--- src/rtl/carry_incr_seq_ctrl.sv ---
// Multi-cycle WIDTH-bit adder/incrementer: one SLICE-bit carry slice per clock, LSB slice first.
// Optional macro CIS_EARLY_DONE_EN finishes early once the remaining slices cannot change the result.
module carry_incr_seq_ctrl #(
  parameter int WIDTH = 32,
  parameter int SLICE = 8
) (
  input  logic             clk,
  input  logic             rst_n,
  input  logic             in_valid,
  output logic             in_ready,
  input  logic [WIDTH-1:0] a,
  input  logic [WIDTH-1:0] b,
  input  logic             cin,
  input  logic             op_inc,
  output logic             out_valid,
  input  logic             out_ready,
  output logic [WIDTH-1:0] sum,
  output logic             cout,
  output logic             ovf
);

  localparam int NSLICE = WIDTH / SLICE;
  localparam int CW     = (NSLICE > 1) ? $clog2(NSLICE) : 1;

  typedef enum logic [1:0] {IDLE, RUN, DONE} state_t;

  state_t           state, state_nxt;
  logic [WIDTH-1:0] a_q, b_q;
  logic             carry;
  logic [CW-1:0]    cnt;
  logic [SLICE-1:0] a_sl, b_sl;
  logic [SLICE:0]   slice_sum;
  logic             c_msb;
  logic             last_slice;
  logic             early_done;

  assign a_sl       = a_q[cnt*SLICE +: SLICE];
  assign b_sl       = b_q[cnt*SLICE +: SLICE];
  assign slice_sum  = {1'b0, a_sl} + {1'b0, b_sl} + {{SLICE{1'b0}}, carry};
  // Carry into the slice MSB is recovered from its operand bits and sum bit
  assign c_msb      = a_sl[SLICE-1] ^ b_sl[SLICE-1] ^ slice_sum[SLICE-1];
  assign last_slice = (cnt == CW'(NSLICE - 1));

`ifdef CIS_EARLY_DONE_EN
  logic [WIDTH-1:0] upper_ops;
  assign upper_ops  = (a_q | b_q) >> ((int'(cnt) + 1) * SLICE);
  assign early_done = !last_slice && !slice_sum[SLICE] && (upper_ops == '0);
`else
  assign early_done = 1'b0;
`endif

  always_ff @(posedge clk) begin
    if (!rst_n) state <= IDLE;
    else        state <= state_nxt;
  end

  always_comb begin
    state_nxt = state;
    in_ready  = 1'b0;
    out_valid = 1'b0;
    case (state)
      IDLE: begin
        in_ready = 1'b1;
        if (in_valid) state_nxt = RUN;
      end
      RUN: begin
        if (last_slice || early_done) state_nxt = DONE;
      end
      DONE: begin
        out_valid = 1'b1;
        if (out_ready) state_nxt = IDLE;
      end
      default: state_nxt = IDLE;
    endcase
  end

  always_ff @(posedge clk) begin
    if (!rst_n) begin
      a_q   <= '0;
      b_q   <= '0;
      carry <= 1'b0;
      cnt   <= '0;
      sum   <= '0;
      cout  <= 1'b0;
      ovf   <= 1'b0;
    end else begin
      case (state)
        IDLE: begin
          if (in_valid) begin
            a_q   <= a;
            b_q   <= op_inc ? '0 : b;
            carry <= cin;
            cnt   <= '0;
            sum   <= '0;
          end
        end
        RUN: begin
          sum[cnt*SLICE +: SLICE] <= slice_sum[SLICE-1:0];
          carry                   <= slice_sum[SLICE];
          if (last_slice) begin
            cout <= slice_sum[SLICE];
            ovf  <= c_msb ^ slice_sum[SLICE];
            cnt  <= '0;
          end else if (early_done) begin
            // Upper sum slices are already zero from acceptance; zero MSB operands and carry give no overflow
            cout <= 1'b0;
            ovf  <= 1'b0;
            cnt  <= '0;
          end else begin
            cnt <= cnt + CW'(1);
          end
        end
        default: ;
      endcase
    end
  end

endmodule

--- config.mk ---
export PLATFORM = sky130hd
export DESIGN_NAME = carry_incr_seq_ctrl
export DESIGN_NICKNAME = d
export VERILOG_FILES = /design/src/rtl/carry_incr_seq_ctrl.sv
export SDC_FILE = /design/constraint.sdc
export NUM_CORES = 1
export LEC_CHECK = 0
export ABC_AREA = 1
export ABC_CLOCK_PERIOD_IN_PS = 3100
export BUFFER_PORTS_ARGS = -buffer_cell sky130_fd_sc_hd__buf_2
export CORE_MARGIN = 10
export CORE_UTILIZATION = 50
export CTS_CLUSTER_SIZE = 10
export DETAILED_ROUTE_END_ITERATION = 10
export PLACE_DENSITY = 0.82
export SETUP_SLACK_MARGIN = 0.15
export SLEW_MARGIN = 25
export SYNTH_ARGS = -nofsm -noshare
export SYNTH_HDL_FRONTEND = slang
export SYNTH_SLANG_ARGS = --single-unit
--- constraint.sdc ---
create_clock -name clk -period 3.1 [get_ports clk]
set_clock_uncertainty 0.1 [all_clocks]
set_input_delay 0.31 -clock clk [delete_from_list [all_inputs] [get_ports clk]]
set_output_delay 0.31 -clock clk [all_outputs]
set_load 0.02 [all_outputs]
* After elaboration in Yosys (flattened, before gate mapping)
Index checks and enable logic that the tools add are counted.
** Storage, ports and cells
- Bits in registers :: 103
- Bits of input ports :: 70
- Logic and storage cells :: 46
** Cells by class
- Add/subtract/negate cells :: 4
- Eq/ne operators :: 6
- Shift-type cells :: 4
- Muxes and demuxes :: 15
- Bitwise operators :: 3
- Reductions and logical operators :: 6
** Operators by type and width (number)
- $mux W32 :: 2
- $pmux W32 S2 :: 1
- $shiftx A32 B6 Y8 :: 2
- $neg A5 Y34 :: 1
- $shift A8 B34 Y32 const A :: 1
- $shiftx A8 B34 Y32 :: 1
- $bwmux W32 :: 1
- $mux W2 :: 5
- $add A8 B8 Y9 :: 1
- $add A9 B1 Y9 :: 1
- $ne A2 B2 Y1 const B :: 3
- $pmux W2 S3 :: 1
- $reduce_and A2 Y1 :: 3
- $eq A2 B2 Y1 const B :: 2
- $pmux W2 S2 :: 1
- $mux W1 :: 3
- $reduce_and A3 Y1 :: 1
- $xor A1 B1 Y1 :: 3
- $add A2 B1 Y2 const B :: 1
- $eq A2 B1 Y1 const B :: 1
- $logic_not A2 Y1 :: 1
- $pmux W1 S2 :: 1
- $reduce_bool A2 Y1 :: 1

* Longest topological paths before layout
Gate-level depths: netlist (run 1).
- Depth after elaboration :: 6
- Gate-level depth with buffers :: 16
- Depth with buffers taken out :: 15

* Worst setup path before layout (run 1)
No wires, ideal clock.
- Kind :: flip-flop to flip-flop
- Start :: register cnt[0]
- End :: register sum[12]
- Setup time :: 0.070 ns
- Arrival time :: 2.553 ns
- Required time :: 2.930 ns
- Setup slack :: 0.377 ns
- Cell stages (with the launch flop) :: 15
- Buffers on the path :: 2
- Period minus slack after synthesis :: 2.723 ns
- Path through :: dfxtp_1 buf_2 buf_2 nor2_1 o22ai_1 fa_1 inv_1 fa_1 inv_1 nand2_1 nand2_1 and2_1 xor2_1 nand4_1 a21oi_1
** Between the ends
- Cells in the longest elaborated chain, start to end :: 6
** RTL lines
- start, declared :: line 30 : logic [CW-1:0] cnt;
- start signal, assigned :: line 110 : cnt <= cnt + CW'(1);
- $shiftx A32 B6 Y8, on equally long branches :: line 37, 38
- $add A8 B8 Y9 :: line 39 : assign slice_sum = {1'b0, a_sl} + {1'b0, b_sl} + {{SLICE{1'b0}}, carry};
- $add A9 B1 Y9 :: line 39
- $shiftx A8 B34 Y32 :: line 98 : sum[cnt*SLICE +: SLICE] <= slice_sum[SLICE-1:0];
- $bwmux W32 * :: line 98
- $pmux W32 S2 * :: line 87 : case (state)
- end signal, assigned by index :: line 98
- end, declared :: line 17 : output logic [WIDTH-1:0] sum,
Every way passes the cells marked *; elsewhere a longest branch is shown, timed or not.
A chain may end at the register's enable or synchronous reset.

* Worst setup path in the final report (run 1)
- Start :: register cnt[1]
- End :: register sum[28]
Same word-level chain as after synthesis.

==> results.md, run 1 <==
Setup path:
- The worst setup path is launched from a flop.
- The signal arrival time at the worst endpoint is 2.97 ns.
- The cell type group with the largest total delay on the critical path is adder cells.
- The critical path required time is 3.30 ns.
- The count of buffer and inverter cells on the critical path is 3.
- STA classifies the critical path endpoint as a flop.
- The number of cells on the worst reg-to-reg path is 13.
- The worst register-to-register path ends at sum[28].
- Counting buffers and inverters, the worst setup path is 13 cells deep.
- The endpoint of the worst setup timing path is sum[28].
- The master of the slowest instance on the critical path is sky130_fd_sc_hd__fa_1.
- In this run the critical register-to-register path is launched from cnt[1].
- The most critical setup path has its startpoint at cnt[1].
- The worst stage delay on the critical path is 0.43 ns.
- The biggest fanout along the worst timing path is 20.
- The setup check on the worst reg-to-reg path leaves a slack of 0.33 ns.
- The signal on the critical path passes through clkinvlp_4 -> o21ai_0 -> o22ai_1 -> fa_1 -> inv_1 -> fa_1 -> inv_1 -> nand2_1 -> nand2_1 -> and2_1 -> xor2_1 -> nand4_1 -> a21oi_1.
- The critical path class is reg2reg.

Drt:
- After detailed routing, the number of vias per cell comes to 5.37.
- In this run, the number of DRC markers left after iteration 0 of detailed routing was 365.
- Once detail routing completed, the nets flagged for antenna violations numbered 0.
- In the routed design, unresolved DRC markers number 0.
- The first TritonRoute pass finished after 5 iterations.
- The average wire length per cell after detail routing is 14.4 um.
- The final layout contains routed wiring with a total length of 12200 um.
- For this block, the via count after detailed routing is 4555.

Timing:
- The highest clock rate is 0.361 GHz.
- The worst relative slew slack is 0.418.
- The number of failing hold endpoints at the final stage was 0.
- Adding up every negative setup slack in the final design gives 0 ns.
- The actual transition at the worst max-transition pin is 0.872 ns.
- Setup repair after global routing could not meet its margin everywhere.
- The worst path in the final design needs a cycle of 2.77 ns, including I/O delays and setup.
- The total count of max-transition violations in the final report was 0.
- The final setup violation count is 0.
- In the finished design, the share of the clock period the worst path needs comes to 0.893.

Floorplanning:
- The core region is 9200 um2.
- The x dimension of the die is 117 um.
- The vertical die dimension is 117 um.
- For this configuration, the core starts out at a cell density of 0.510.
- The area of the die is 13600 um2.
- The number of core rows is 35.
- The top-level port count is 106.

Power and ir drop:
- The net switching component of the power is 0.000873 W.
- VDD sags by at most 0.238 mV.
- The part of the power in the clock network is 0.310.
- Internal power comes to 0.00204 W.
- The power density over cell area is 536 nW/um2.
- Of the total power, combinational logic draws 0.200.
- The static leakage power is 2.35 nW.
- The total design power is 0.00292 W.
- The switching power as a share of total power is 0.299.
- The share of total power dissipated in sequential elements is 0.490.

GRT:
- The pin count of the biggest net entering global routing is 70.
- The number of antenna violations at the first check in global routing is 0.
- In the global route stage, overall resource usage came out at 0.175.
- The global-route congestion overflow total is 0.
- The first-pass GRT wire length is 19500 um.
- The via count of the first global-routing pass was 4313.

Clock network:
- In this run the number of H-tree levels came out at 3.
- The TritonCTS clock tree is yes.
- CTS placed an instance of sky130_fd_sc_hd__clkbuf_8 at the clock tree root.
- For this design, the CTS-stage hold fixing added 0 buffers.
- The clock drives 103 sinks.
- The register clock-pin slew on the reported worst setup and hold paths is 0.09 ns.
- Counting along the longest clock path gives a buffer depth of 2.
- The total CTS buffers is 9.
- Clock latency on the worst-skew pair, taken at its later pin, is 0.36 ns.

Hold path:
- The worst hold path class is in2reg.
- The worst hold path passes through 3 cells.

Placed design:
- The count of buffers added on input and output ports is 105.
- The weighted congestion reported at the end of routability-driven placement is 0.929.
- After legalization and detailed placement, the total HPWL measured 9480 um.

Synth:
- The leading area contributor after synthesis is sky130_fd_sc_hd__dfxtp_1.
- The synthesized net count is 730.
- The yosys synthesis warning count is 0.
- The flip-flop and latch count after synthesis is 103.
- The mean instance size in the synthesized netlist is 7.24 um2.
- The number of standard cells after synthesis is 647.
- In this run the cell area of the synthesized design comes to 4690 um2.
- The share of synthesized area occupied by flip-flops and latches is 0.440.
- Of the post-synthesis cell area, the dominant cell type holds 0.440.
- By area the synthesized netlist is led by sky130_fd_sc_hd__dfxtp_1 (44%), sky130_fd_sc_hd__nand2_1 (10%), sky130_fd_sc_hd__nor2_1 (8.3%).
- The count of cell types in the netlist is 34.

Cells and area:
- The area overhead of the layout relative to synthesis is 16.1%.
- The number of antenna diodes in the final layout is 0.
- The final net count is 816.
- In the final layout, the share of cells above drive strength 1 is 0.195.
- The most common cell after layout, fill and taps aside is sky130_fd_sc_hd__nand2_1.
- The library cells used most frequently in the layout, excluding fill and tap cells, are sky130_fd_sc_hd__nand2_1 (127), sky130_fd_sc_hd__buf_2 (105), sky130_fd_sc_hd__nor2_1 (103), sky130_fd_sc_hd__dfxtp_1 (103), sky130_fd_sc_hd__a21oi_1 (73).

Outcome:
- The flow ran to the end, and the final reports show no timing, DRC or antenna violations.

Job:
- The tool flagged a number of max-cap violations equal to 0.
## flip-flops by register name, indices dropped and copies added, names as in the netlist
signal,flops
a_q,32
b_q,32
carry,1
cnt,2
cout,1
ovf,1
state,2
sum,32
## area by class of cell
class	count	area, um2
Tap cell	111	139
Clock buffer	11	131
Inverter	34	134
Multi-Input combinational cell	472	2300
Fill cell	843	3760
Clock inverter	5	81.3
Timing Repair Buffer	113	589
Sequential cell	103	2060
## timing repair
| item | 4_1_cts | 5_1_grt |
|---|---|---|
| setup endpoints to repair | 0 | 9 |
| gates resized for setup | 0 | 4 |
| buffers inserted | 0 | 0 |
## cell families (layout without fill, tap and decap cells)
logic type               after synthesis  after routing  synth area share
AND/OR/NAND/NOR                      300            300             0.274
adder cells (fa/ha/maj)               13             13            0.0379
AO/OA/AOI/OAI                        156            156             0.174
flip-flops                           103            103             0.440
buffers and inverters                 72            163            0.0684
XOR/XNOR                               3              3           0.00561
## power groups by stage
stage	Clock, W	Combinational, W	Sequential, W
global placement	0	0.000560	0.00146
global route	0.000969	0.000650	0.00144
finish	0.000903	0.000583	0.00143
floorplan	0	0.000415	0.00146
CTS	0.000913	0.000577	0.00143
detailed placement	0	0.000574	0.00146
## layer usage
metal	wire length, um	global-route usage	up-vias
met2	5660	0.285	162
met3	1020	0.0530	20
met1	5320	0.220	2055
met5	0	0	-
li1	-	-	2318
met4	211	0.0470	0
## cell usage after synthesis
master / instances
sky130_fd_sc_hd__fa_1: 2
sky130_fd_sc_hd__and2_1: 1
sky130_fd_sc_hd__buf_2: 7
sky130_fd_sc_hd__o21ai_0: 62
sky130_fd_sc_hd__o22ai_1: 14
sky130_fd_sc_hd__nand2_4: 1
sky130_fd_sc_hd__ha_1: 11
sky130_fd_sc_hd__buf_4: 7
sky130_fd_sc_hd__clkbuf_1: 21
sky130_fd_sc_hd__nand3_1: 48
sky130_fd_sc_hd__nor2_8: 1
sky130_fd_sc_hd__a211oi_1: 1
sky130_fd_sc_hd__nor2_2: 3
sky130_fd_sc_hd__clkinv_1: 3
sky130_fd_sc_hd__nand4_1: 8
sky130_fd_sc_hd__nor2_1: 103
sky130_fd_sc_hd__a31oi_1: 1
sky130_fd_sc_hd__a32oi_1: 2
sky130_fd_sc_hd__nor3_4: 2
sky130_fd_sc_hd__xnor2_1: 1
sky130_fd_sc_hd__nand2_2: 2
sky130_fd_sc_hd__nand2_1: 127
sky130_fd_sc_hd__a21oi_1: 73
sky130_fd_sc_hd__xor2_1: 2
sky130_fd_sc_hd__nor2_4: 1
sky130_fd_sc_hd__buf_6: 2
sky130_fd_sc_hd__inv_1: 26
sky130_fd_sc_hd__o21bai_1: 1
sky130_fd_sc_hd__inv_2: 5
sky130_fd_sc_hd__buf_1: 1
sky130_fd_sc_hd__o21a_1: 2
sky130_fd_sc_hd__dfxtp_1: 103
sky130_fd_sc_hd__nor3_1: 2
sky130_fd_sc_hd__or2_2: 1
## through the flow
| step | cell area (um2) | util | setup WS [ns] | hold slack (ns) | std cells |
|---|---|---|---|---|---|
| global placement | 5220 | 0.567 | 0.440 | 0.347 | 833 |
| global route | 5440 | 0.592 | 0.126 | 0.0927 | 849 |
| floorplan | 4690 | - | 0.377 | 0.340 | 647 |
| detailed placement | 5220 | 0.567 | 0.316 | 0.351 | 833 |
| finish | 5440 | 0.592 | 0.330 | 0.0930 | 849 |
| CTS | 5430 | 0.590 | 0.281 | 0.0869 | 849 |
## tightest hold or removal path, stage by stage
cell and delay, ns:
sky130_fd_sc_hd__buf_2 0.07, sky130_fd_sc_hd__o21ai_0 0.07, sky130_fd_sc_hd__nor2_1 0.08
## worst min-delay path by stage
stage                       start  endpoint  slack, ns
after detailed placement   sum[8]    sum[8]       0.35
after CTS                    a[0]    a_q[0]       0.09
after floorplan           b_q[22]   b_q[22]       0.34
after global routing        b[24]   b_q[24]       0.09
final                       a[18]   a_q[18]       0.09
after global placement     sum[8]    sum[8]       0.35
Note: power is estimated with default switching activity, not from simulation.
==> inputs of run 2 (changes only) <==
GPL_TIMING_DRIVEN = 0   (was unset)
==> results.md, run 2 (same netlist as run 1, synthesis figures left out) <==
Outcome:
- The flow ran to the end, and the final reports show no timing, DRC or antenna violations.

Clock network:
- The clock latency on the worst-skew pair is 0.38 ns (+0.02 ns).
- The total CTS buffers was 9 (unchanged).
- The H-tree depth is 3 (unchanged).
- The root buffer cell chosen for the clock tree is sky130_fd_sc_hd__clkbuf_8.
- TritonCTS built the clock tree.
- The total of hold buffers inserted after clock tree synthesis is 0 (unchanged).
- The clock sink count is 103 (unchanged).
- The register clock-pin slew on the reported worst setup and hold paths was 0.10 ns (about the same).
- The worst-case clock buffer depth is 2 (unchanged).

Power and ir drop:
- The static leakage power is 2.44 nW (+3.8%).
- The worst supply voltage drop on vdd is 0.262 mV (+10%).
- The power density over cell area is 530 nW/um2 (-1.2%).

Setup path:
- The worst register-to-register path begins at cnt[0].
- The worst stage delay on the critical path is 0.46 ns (+0.03 ns).
- The signal on the critical path passes through inv_2 -> clkbuf_1 -> nor2_1 -> o22ai_1 -> ha_1 -> or2_2 -> and2_4 -> xor2_2 -> nand4_1 -> a21oi_1.
- The signal arrival time at the worst endpoint is 3.02 ns (+0.05 ns).
- Among all stages on the critical path, the largest delay is contributed by sky130_fd_sc_hd__clkbuf_1.
- The critical path required time came to 3.31 ns (about the same).
- The worst setup path is launched from a flop.
- The worst setup path is captured at a flop.
- The biggest fanout along the worst timing path is 11 (-45%).
- The cell type group with the largest total delay on the critical path is simple AND/OR/NAND/NOR gates.
- The count of buffer and inverter cells on the critical path is 2 (-1).
- The beginning of the critical path is cnt[0].
- The worst setup path is of the reg2reg kind.

Drt:
- The average wire length per cell after detail routing is 15.5 um (+8.1%).
- The DRC marker count from the first detailed-route iteration is 517 (+42%).
- The number of vias per cell after detailed routing came to 5.50 (+2.5%).
- The via count of the routed design is 4838 (+6.2%).
- The final antenna-violating net count came to 0 (unchanged).
- The number of iterations in the first detailed-routing pass is 5 (unchanged).
- The total length of routed wires came to 13700 um (+12%).
- The DRC violation count after routing is 0 (unchanged).

Hold path:
- The startpoint identified for the worst hold timing path is a[10].
- The tightest min-delay check is of the in2reg type.

Timing:
- The shortest period the worst path allows was 2.81 ns (+0.0417 ns).
- The post-route setup TNS is 0 ns (unchanged).
- The final setup violation count is 0 (unchanged).
- The total count of max-transition violations in the final report is 0 (unchanged).
- The worst relative slew slack is 0.612 (+0.194).
- The number of failing hold endpoints at the final stage is 0 (unchanged).
- Setup repair after global routing could not meet its margin everywhere.
- The post-route fraction of the period consumed by the critical path is 0.907 (+0.0134).
- The actual transition at the worst max-transition pin was 0.582 ns (-0.290 ns).
- The highest clock rate is 0.356 GHz (-1.5%).

Floorplanning:
- The placeable core region is 9200 um2 (unchanged).
- The x dimension of the die is 117 um (unchanged).
- The number of core rows is 35 (unchanged).
- The top-level port count came to 106 (unchanged).
- The initial standard-cell utilization of the core is 0.510 (unchanged).
- The vertical die dimension is 117 um (unchanged).
- The area of the die is 13600 um2 (unchanged).

Cells and area:
- The final non-filler cell total is 880 (+3.7%).
- The largest registers in the layout are a_q x32, b_q x32, sum x32.
- The top cell types in the final layout, fill and taps aside, are sky130_fd_sc_hd__nand2_1 (127), sky130_fd_sc_hd__buf_2 (111), sky130_fd_sc_hd__nor2_1 (103), sky130_fd_sc_hd__dfxtp_1 (101), sky130_fd_sc_hd__a21oi_1 (73).
- The area overhead of the layout relative to synthesis is 19.9%.
- The library cell used most frequently in the layout, excluding fill and tap cells, is sky130_fd_sc_hd__nand2_1.
- The share of post-route cells with drive strength above 1 was 0.216 (+0.0207).
- The final net count is 847 (+3.8%).
- The antenna cell count is 0 (unchanged).

GRT:
- The total track usage is 0.198 (+0.0234).
- The global-route congestion overflow total came to 0 (unchanged).
- The number of antenna violations at the first check in global routing is 0 (unchanged).
- The first-pass GRT wire length is 21700 um (+11%).
- The via count of the first global-routing pass is 4694 (+8.8%).
- The pin count of the biggest net entering global routing was 19 (-73%).

Placed design:
- The number of buffer cells added on primary ports came to 105 (unchanged).
- The detailed placer's ending HPWL is 10700 um (+12%).
- The weighted congestion reported at the end of routability-driven placement was 0.983 (+5.8%).
- The count of placed standard cells including taps came to 863 (+3.6%).

Job:
- The max-cap violation count came to 0 (unchanged).
[run 2: final timing paths]
| check | endpoint | slack (ns) | cells after the start |
|---|---|---|---|
| worst min register to register | sum[4] | 0.37 | 2 |
| worst min-delay path | a_q[10] | 0.08 | 3 |
| worst max register to register | sum[28] | 0.29 | 10 |
| worst max-delay path | sum[28] | 0.29 | 10 |
[run 2: metal layers]
layer | global-route usage | up-vias | wire, um
li1 | - | 2370 | -
met1 | 0.238 | 2190 | 5590
met2 | 0.329 | 243 | 6370
met3 | 0.0540 | 35 | 1340
met4 | 0.0791 | 0 | 384
met5 | 0 | - | 0
[run 2: metrics by stage]
step           hold WS, ns   util  worst slack, ns  power, W  cell area, um2
6_report            0.0772  0.611            0.289   0.00298            5620
5_1_grt             0.0807  0.611            0.138   0.00312            5620
4_1_cts             0.0748  0.607            0.151   0.00296            5590
3_5_place_dp         0.354  0.582           -0.261   0.00207            5350
3_3_place_gp         0.351  0.582           -0.219   0.00205            5350
2_1_floorplan        0.340      -            0.377   0.00187            4690
[run 2: repair_timing]
item                       4_1_cts  5_1_grt
resized for setup                9       12
setup endpoints to repair       13       21
pin swaps                        0        1
setup buffers                    0        1
hold endpoints to repair         0        0
[run 2: area by class of cell]
| type | count | area (um2) |
|---|---|---|
| timing repair buffer | 106 | 533 |
| clock buffer | 10 | 138 |
| tap | 111 | 139 |
| inverter | 34 | 129 |
| multi-input combinational | 472 | 2330 |
| fill | 857 | 3580 |
| clock inverter | 6 | 76.3 |
| sequential | 103 | 2070 |
| buffer | 38 | 209 |
[run 2: report_power, final]
part / leakage, nW / internal (W) / switching, W
logic: 1.49 / 0.000226 / 0.000417
clock network: 0.109 / 0.000410 / 0.000492
registers: 0.842 / 0.00139 / 0.0000426
total: 2.44 / 0.00202 / 0.000951
[run 2: tightest hold or removal path, delay by kind of cell]
kind,cells,cell delay (ns)
compound gates,1,0.07
buf+inv,1,0.07
simple gates,1,0.08
==> inputs of run 3 (changes only) <==
PLACE_DENSITY = 0.75   (was 0.82)
==> results.md, run 3 (same netlist as run 1, synthesis figures left out) <==
Outcome:
- The flow ran to the end, and the final reports show no timing, DRC or antenna violations.

Power and ir drop:
- The static leakage power is 2.45 nW (+0.13%).
- The net switching component of the power was 0.000926 W (-2.7%).
- The part of the power in the clock network is 0.305 (+0.002).
- The logic gate share of total power is 0.217 (about the same).
- The switching power as a share of total power is 0.309 (-0.0109).
- The power density over cell area came to 531 nW/um2 (+0.24%).
- The total design power is 0.00300 W (+0.75%).
- The sequential share of power is 0.478 (-0.003).
- The worst supply voltage drop on vdd is 0.231 mV (-12%).
- The internal power is 0.00207 W (+2.4%).

Clock network:
- The clock latency on the worst-skew pair was 0.37 ns (about the same).
- The H-tree depth was 3 (unchanged).
- The total CTS buffers is 9 (unchanged).
- The register clock-pin slew on the reported worst setup and hold paths is 0.10 ns (about the same).
- The total of hold buffers inserted after clock tree synthesis is 0 (unchanged).
- The worst-case clock buffer depth is 2 (unchanged).
- TritonCTS built the clock tree.
- The clock sink count was 103 (unchanged).
- The cell sitting at the root of the clock tree is a sky130_fd_sc_hd__clkbuf_8.

Setup path:
- The worst register-to-register path ends at sum[20].
- The critical path required time was 3.30 ns (about the same).
- Walking the worst path, the cells encountered are clkinv_2 -> buf_2 -> o21ai_0 -> o22ai_1 -> ha_1 -> or2_2 -> and2_1 -> xor2_2 -> nand3_1 -> a21oi_1.
- The flop-to-flop setup slack came to 0.27 ns (-0.02 ns).
- The critical path class is reg2reg.
- The signal arrival time at the worst endpoint is 3.03 ns (about the same).
- The count of cells along the worst register-to-register path is 10 (unchanged).
- The master of the slowest instance on the critical path is sky130_fd_sc_hd__dfxtp_2.
- The biggest fanout along the worst timing path is 11 (unchanged).
- The startpoint kind of the worst setup timing path is a flop.
- The reg-to-reg startpoint is cnt[1].
- The worst stage delay on the critical path is 0.46 ns (about the same).
- The sort of element at the end of the critical path is a flop.

Cells and area:
- The number of fill cells is 875 (+2.1%).
- The antenna cell count is 0 (unchanged).
- The share of post-route cells with drive strength above 1 was 0.220 (+0.00390).
- The final net count is 847 (unchanged).
- The area of the multi-input gates is 2340 um2 (+0.70%).
- In the final layout, the registers with the most flip-flops are a_q x32, b_q x32, sum x32.
- Compared with the post-synthesis result, the final layout area differs by 20.5%.
- The area of all sequential standard cells is 2070 um2 (unchanged).
- In the layout the commonest cells are sky130_fd_sc_hd__nand2_1 (127), sky130_fd_sc_hd__buf_2 (110), sky130_fd_sc_hd__nor2_1 (103), sky130_fd_sc_hd__dfxtp_1 (101), sky130_fd_sc_hd__a21oi_1 (73).
- Leaving out fill and tap cells, the most frequent cell in the layout is sky130_fd_sc_hd__nand2_1.

GRT:
- The first-pass GRT wire length is 21800 um (+0.70%).
- The global-route congestion overflow total was 0 (unchanged).
- The pin count of the biggest net entering global routing was 17 (-2).
- The via count of the first global-routing pass came to 4489 (-4.4%).
- The total track usage is 0.201 (+0.00315).
- The number of antenna violations at the first check in global routing is 0 (unchanged).

Drt:
- The number of vias per cell after detailed routing is 5.39 (-2.0%).
- The total length of routed wires is 13800 um (+1.0%).
- The via count of the routed design is 4740 (-2.0%).
- The average wire length per cell after detail routing is 15.7 um (+1.0%).
- The DRC violation count after routing came to 0 (unchanged).
- The number of iterations in the first detailed-routing pass is 6 (+1).
- The DRC marker count from the first detailed-route iteration came to 333 (-36%).
- The final antenna-violating net count was 0 (unchanged).

Floorplanning:
- The top-level port count was 106 (unchanged).
- The vertical die dimension was 117 um (unchanged).
- The area of the die came to 13600 um2 (unchanged).
- The initial standard-cell utilization of the core is 0.510 (unchanged).
- The x dimension of the die is 117 um (unchanged).
- The placeable core region came to 9200 um2 (unchanged).
- The number of core rows was 35 (unchanged).

Timing:
- The highest clock rate was 0.353 GHz (-0.77%).
- The worst relative slew slack came to 0.646 (+0.0333).
- The final setup violation count is 0 (unchanged).
- The shortest period the worst path allows was 2.83 ns (+0.0219 ns).
- The total count of max-transition violations in the final report came to 0 (unchanged).
- The post-route fraction of the period consumed by the critical path is 0.914 (+0.00706).
- The number of failing hold endpoints at the final stage was 0 (unchanged).
- The post-route worst hold slack is 0.0857 ns (+0.00844 ns).
- The actual transition at the worst max-transition pin is 0.532 ns (-0.0499 ns).
- Setup repair after global routing left no endpoint under its margin.

Placed design:
- The weighted congestion reported at the end of routability-driven placement came to 0.976 (-0.66%).
- The detailed placer's ending HPWL is 10700 um (+0.62%).
- The number of buffer cells added on primary ports was 105 (unchanged).

Job:
- The max-cap violation count came to 0 (unchanged).

Hold path:
- For hold timing, the worst endpoint is a_q[8].
- The worst hold path startpoint is a[8].
- The number of cells on the worst hold path came to 3 (unchanged).
- The worst hold path class is in2reg.
## run 3: how the worst max path moves through the flow
stage               startpoint      end
finish                  cnt[1]  sum[20]
global route            cnt[0]  sum[20]
CTS                     cnt[1]  sum[27]
detailed placement      cnt[0]  sum[28]
global placement        cnt[0]  sum[28]
floorplan               cnt[0]  sum[12]
## run 3: repair_timing
action                     CTS  global route
buffers inserted             0             1
resized for setup           10            23
setup endpoints to repair   16            24
cloned                       0             0
pin swaps                    0             0
## run 3: final cells by class
class,instances,share of cell area
Buffer,38,0.0394
Inverter,34,0.0228
Sequential cell,103,0.366
Multi-Input combinational cell,472,0.415
Clock buffer,10,0.0226
Timing Repair Buffer,106,0.0944
Clock inverter,6,0.0151
Tap cell,111,0.0246
## run 3: power groups by stage
stage | Sequential (W) | Combinational, W | Clock, W
floorplan | 0.00146 | 0.000415 | 0
global placement | 0.00146 | 0.000598 | 0
detailed placement | 0.00146 | 0.000612 | 0
CTS | 0.00143 | 0.000620 | 0.000916
global route | 0.00144 | 0.000723 | 0.000975
finish | 0.00143 | 0.000651 | 0.000914
## run 3: through the flow
stage | area (um2) | utilization | TNS [ns] | cells | setup WS (ns)
after global routing | 5650 | 0.614 | 0 | 880 | 0.147
after CTS | 5590 | 0.607 | 0 | 879 | 0.168
final | 5650 | 0.614 | 0 | 880 | 0.267
after floorplan | 4690 | - | 0 | 647 | 0.377
after detailed placement | 5350 | 0.582 | -0.980 | 863 | -0.236
after global placement | 5350 | 0.582 | -0.561 | 863 | -0.167
## run 3: per-layer routing
layer / global-route usage / vias up / part of all wire
li1: - / 2374 / -
met1: 0.246 / 2161 / 0.42
met2: 0.346 / 178 / 0.48
met3: 0.0474 / 27 / 0.076
met4: 0.0560 / 0 / 0.021
met5: 0 / - / 0
## run 3: critical path: cells and delay by family, from the launching register on
kind | cells | cell delay, ns
AND/OR/NAND/NOR | 3 | 0.64
XOR/XNOR | 1 | 0.27
adder cells (fa/ha/maj) | 1 | 0.41
flip-flops | 1 | 0.46
buffers and inverters | 2 | 0.44
AO/OA/AOI/OAI | 3 | 0.43
